**config.mk**
```make
export PLATFORM = sky130hd
export DESIGN_NAME = tank_sprite_fetch
export DESIGN_NICKNAME = d
export VERILOG_FILES = /design/src/rtl/tank_sprite_fetch.sv
export SDC_FILE = /design/constraint.sdc
export NUM_CORES = 1
export LEC_CHECK = 0
export ABC_AREA = 1
export BUFFER_PORTS_ARGS = -buffer_cell sky130_fd_sc_hd__buf_4
export CORE_MARGIN = 3
export CORE_UTILIZATION = 40
export CTS_CLUSTER_DIAMETER = 200
export DETAILED_ROUTE_END_ITERATION = 16
export HOLD_SLACK_MARGIN = 0.02
export PLACE_DENSITY = 0.6
export SLEW_MARGIN = 20
export SYNTH_ARGS = -nofsm -noshare
export SYNTH_HDL_FRONTEND = slang
export SYNTH_SLANG_ARGS = --single-unit
```
**constraint.sdc**
```tcl
create_clock -name Clk -period 3.71 [get_ports Clk]
set_input_delay 0.5565 -clock Clk [delete_from_list [all_inputs] [get_ports Clk]]
set_output_delay 0.5565 -clock Clk [all_outputs]
set_load 0.02 [all_outputs]
```
**src/rtl/tank_sprite_fetch.sv**
```systemverilog
// Tank sprite fetch stage: scan position -> sprite RAM address, then palette
// index -> RGB and an opaque-pixel flag. Three-edge pipeline, one pixel per cycle.
// Tank position and direction are latched once per frame so the sprite never tears.
module tank_sprite_fetch #(
    parameter int unsigned SPRITE_W = 50,
    parameter int unsigned SPRITE_H = 50,
    parameter int unsigned ADDR_W   = 12
) (
    input  logic              Clk,
    input  logic              Reset_n,
    input  logic              frame_start,
    input  logic [9:0]        tank_x,
    input  logic [9:0]        tank_y,
    input  logic [1:0]        tank_dir,
    input  logic              pixel_valid_in,
    input  logic [9:0]        DrawX,
    input  logic [9:0]        DrawY,
    output logic [ADDR_W-1:0] sprite_addr,
    output logic [1:0]        sprite_sel,
    input  logic [3:0]        sprite_data,
    output logic              pixel_valid_out,
    output logic              tank_hit,
    output logic [23:0]       tank_rgb
);

    // Frame-latched tank state
    logic [9:0] lx_q;
    logic [9:0] ly_q;
    logic [1:0] ldir_q;

    // Pipeline flags: v = active pixel, b = active pixel inside the sprite box
    logic v_a_q, b_a_q;
    logic v_b_q, b_b_q;

    // Stage A combinational signals
    logic [10:0]       x_ext, y_ext, lx_ext, ly_ext;
    logic              in_box;
    logic [9:0]        rx, ry;
    logic [ADDR_W-1:0] rx_ext, ry_ext, row_base, addr_next;

    // Stage C combinational signals
    logic        hit_next;
    logic [23:0] rgb_next;

    // Palette lookup; index 0 is transparent and maps to black
    function automatic logic [23:0] palette(input logic [3:0] idx);
        logic [23:0] rgb;
        unique case (idx)
            4'd1:    rgb = 24'h000000;
            4'd2:    rgb = 24'h2E7D32;
            4'd3:    rgb = 24'h1B5E20;
            4'd4:    rgb = 24'h66BB6A;
            4'd5:    rgb = 24'h9E9E9E;
            4'd6:    rgb = 24'h616161;
            4'd7:    rgb = 24'hFFEB3B;
            4'd8:    rgb = 24'hFF9800;
            4'd9:    rgb = 24'hF44336;
            4'd10:   rgb = 24'h795548;
            4'd11:   rgb = 24'h3E2723;
            4'd12:   rgb = 24'hFFFFFF;
            4'd13:   rgb = 24'h90CAF9;
            4'd14:   rgb = 24'h1565C0;
            4'd15:   rgb = 24'h000080;
            default: rgb = 24'h000000;
        endcase
        return rgb;
    endfunction

    // Latch tank position/direction at vblank; a same-cycle pixel still sees old values
    always_ff @(posedge Clk or negedge Reset_n) begin
        if (!Reset_n) begin
            lx_q   <= '0;
            ly_q   <= '0;
            ldir_q <= '0;
        end else if (frame_start) begin
            lx_q   <= tank_x;
            ly_q   <= tank_y;
            ldir_q <= tank_dir;
        end
    end

    // Box test in 11 bits so a sprite hanging past column 1023 cannot wrap to the left edge
    assign x_ext  = {1'b0, DrawX};
    assign y_ext  = {1'b0, DrawY};
    assign lx_ext = {1'b0, lx_q};
    assign ly_ext = {1'b0, ly_q};
    assign in_box = (x_ext >= lx_ext) && (x_ext < lx_ext + 11'(SPRITE_W)) &&
                    (y_ext >= ly_ext) && (y_ext < ly_ext + 11'(SPRITE_H));

    // Relative offsets; only meaningful inside the box, where they fit the address width
    assign rx     = DrawX - lx_q;
    assign ry     = DrawY - ly_q;
    assign rx_ext = ADDR_W'(rx);
    assign ry_ext = ADDR_W'(ry);

    // Row base ry*SPRITE_W; the 50-wide case is a shift-add so no multiplier is inferred
    if (SPRITE_W == 50) begin : g_row_shift
        assign row_base = (ry_ext << 5) + (ry_ext << 4) + (ry_ext << 1);
    end else begin : g_row_mul
        assign row_base = ry_ext * ADDR_W'(SPRITE_W);
    end

    assign addr_next = in_box ? (row_base + rx_ext) : '0;

    // Stage A: register RAM address, direction select and pixel flags
    always_ff @(posedge Clk or negedge Reset_n) begin
        if (!Reset_n) begin
            sprite_addr <= '0;
            sprite_sel  <= '0;
            v_a_q       <= 1'b0;
            b_a_q       <= 1'b0;
        end else begin
            sprite_addr <= addr_next;
            sprite_sel  <= ldir_q;
            v_a_q       <= pixel_valid_in;
            b_a_q       <= in_box & pixel_valid_in;
        end
    end

    // Stage B: delay flags alongside the RAM's registered read
    always_ff @(posedge Clk or negedge Reset_n) begin
        if (!Reset_n) begin
            v_b_q <= 1'b0;
            b_b_q <= 1'b0;
        end else begin
            v_b_q <= v_a_q;
            b_b_q <= b_a_q;
        end
    end

    // Stage C next-state: opaque pixel test and colour
    always_comb begin
        hit_next = 1'b0;
        rgb_next = 24'h000000;
        if (b_b_q && (sprite_data != 4'd0)) begin
            hit_next = 1'b1;
            rgb_next = palette(sprite_data);
        end
    end

    // Stage C: register outputs for the colour mapper
    always_ff @(posedge Clk or negedge Reset_n) begin
        if (!Reset_n) begin
            pixel_valid_out <= 1'b0;
            tank_hit        <= 1'b0;
            tank_rgb        <= '0;
        end else begin
            pixel_valid_out <= v_b_q;
            tank_hit        <= hit_next;
            tank_rgb        <= rgb_next;
        end
    end

endmodule
```
==> metrics.txt <==
clk buf depth=2; H-Tree Level Count=3; CTS buffer count=9; post-synthesis cell type count=38; Pwr Density=659 nW/um^2; Initial Util=41.3%; most frequent cells in the layout=buf_4 (156), nand2_1 (98), inv_1 (84); Crit. End Element=flip-flop; unrepaired setup endpoints after global routing=true; post-route ant nets=0; die width=118 um; Via density=4.66; wire per inst=12.8 um; Max Cap Viol=0; Core Area=12,200 um^2; status=finished clean; Critical Path Slowest Stage Cell=fa_1; CTS Hold Bufs=0; crit path cell chain=buf_4 > inv_1 > ha_2 > inv_1 > fa_2 > buf_4 > nor2_1 > nor2_2 > inv_2 > fa_1 > fa_1 > inv_1 > ha_4 > a21oi_4 > nand2_2 > nand2_2 > nand2_2 > a21oi_2 > xor2_1 > nor2_4; NumNets Final=887; Clock transition at path regs=0.05 ns; Syn Area/Cell=8.38 um^2; HPWL after DPL=9540 um; sequential-to-total area share from yosys stat=32.9%; synthesized cell area=5020 um^2; Synthesized Nets=730; Worst Max-Slew Pin Slew=0.825 ns; root buffer cell=clkbuf_16; Final Hold Viols=0; final count of pins violating max slew=0; TNS Setup=0 ns; Startpoint Class=primary input; final WL=11,900 um; clk sinks=66; TritonRoute pass-1 iters=4; Area Overhead vs Synth=38.7%; fin crit share=97.7%; die height=118 um; share of cells above drive strength 1=33.6%; Setup Skew=0.00404 ns; largest net degree at the start of global routing=67; worst setup path category=in2reg; clock tree from TritonCTS=yes; Top Ports=90; Antenna Cells=0; initial antenna violation count=0; commonest non-fill, non-tap cell in the layout=buf_4; critical path fanouts, max=3; VDD IR max=0.000356 V; Mapped Cells=599; Crit path required time=3.91 ns; Worst-Skew Late Latency=0.34 ns; PortBufs=89; P_leak=0.00364 uW; vias=4,327; Worst Path Arrival=3.83 ns; Max Clk Rate=276 MHz; GRT Total Usage=17.1%; drt drc=0; die area=13,900 um^2; gp weighted congestion=0.851; grt ovf=0; relative slew slack=45.0%; Setup Viol. Count Final=0; first-pass GRT wire length=19,700 um; FP Rows=40; post-layout util=57.3%; post-layout min period=3.63 ns; DR iter-0 viols=224; vias in the first global route=4,294; Hold Crit Class=in2async; number of synthesized register bits=66; max incr delay on CP=0.51 ns; warnings from Yosys=0
stage by stage:
step | cell area (um^2) | power (uW) | worst slack, ns | hold slack (ns) | std cells
after floorplan | 5090 | 2630 | 0.00737 | 0.261 | 599
after global placement | 6390 | 3400 | -0.344 | 0.332 | 910
after detailed placement | 6390 | 3440 | -0.412 | 0.339 | 910
after CTS | 6700 | 4250 | 0.00167 | 0.333 | 926
after global routing | 6960 | 5000 | -0.129 | 0.332 | 929
final | 6960 | 4590 | 0.0846 | 0.323 | 929
cell usage after synthesis (all sizes together):
cell type  number  area [um^2]
buf             3         28.8
a211oi          2         15.0
o22ai           2         12.5
o21ai          34          170
mux2            4         45.0
dfrtp          66         1650
o21a            3         22.5
xor2           21          184
nand3b          1         7.51
ha             66          826
nand3          26          140
nor3b           1         7.51
nand4           9         68.8
fa             15          300
inv            92          345
a21o            2         15.0
or2             1         6.26
clkbuf          7         26.3
a31oi           4         25.0
nor2           69          342
nor4            2         12.5
xnor2           9         78.8
nor3            6         30.0
a31o            1         8.76
nand2         111          424
o221ai          2         17.5
a21oi          36          180
o31ai           2         15.0
o21bai          1         7.51
o211ai          1         7.51
layout make-up:
cell class / count / area [um^2]
fill: 1094 / 5200
multi-input combinational: 431 / 3310
sequential: 66 / 1650
timing repair buffer: 156 / 1170
inverter: 92 / 345
clock buffer: 10 / 229
tap: 168 / 210
clock inverter: 6 / 42.5
state kept, by name, indices dropped and copies added (netlist names):
signal	count
b_a_q	1
tank_hit	1
ly_q	10
sprite_sel	2
v_b_q	1
sprite_addr	12
tank_rgb	24
b_b_q	1
pixel_valid_out	1
lx_q	10
ldir_q	2
v_a_q	1
routing by layer:
layer  routed length (um)  global-route usage, %  vias up
li1                     -                      -     2246
met1                 5700                   23.5     1948
met2                 5430                   27.0      114
met3                  585                   3.65       19
met4                  208                   5.71        0
met5                    0                      0        -
where the power goes:
part / internal (uW) / leakage (uW) / switching (uW)
Sequential: 784 / 0.000865 / 28.3
Clock: 452 / 0.000129 / 321
Combinational: 1440 / 0.00265 / 1560
Total: 2680 / 0.00364 / 1910
cells by family after synthesis:
group | count (synthesis) | synth area share (%)
flops | 66 | 32.9
xor+xnor | 30 | 5.23
simple gates | 226 | 20.7
fa+ha+maj | 81 | 22.4
buf+inv | 102 | 7.97
mux | 4 | 0.897
compound gates | 90 | 9.89
critical path: cells and delay by family:
kind / cells / cell delay, ns
AND/OR/NAND/NOR: 6 / 0.46
XOR/XNOR: 1 / 0.24
adder cells (fa/ha/maj): 5 / 1.74
AO/OA/AOI/OAI: 2 / 0.31
buffers and inverters: 6 / 0.53
final timing paths:
kind | cells past startpoint | end | start | slack [ns]
max | 20 | sprite_addr[9] | DrawY[0] | 0.08
max reg2reg | 16 | sprite_addr[9] | lx_q[0] | 0.09
max in group asynchronous | 1 | lx_q[1] | Reset_n | 2.86
min reg2reg | 0 | pixel_valid_out | v_b_q | 0.35
min | 1 | sprite_addr[10] | Reset_n | 0.32
min in group Clk | 1 | v_a_q | pixel_valid_in | 0.34
what timing repair did:
action	4_1_cts	5_1_grt
setup buffers	0	4
gates resized for setup	7	53
cloned	0	0
setup endpoints to repair	4	6
pin swaps	7	42
Power figures use the tool's default switching activity.
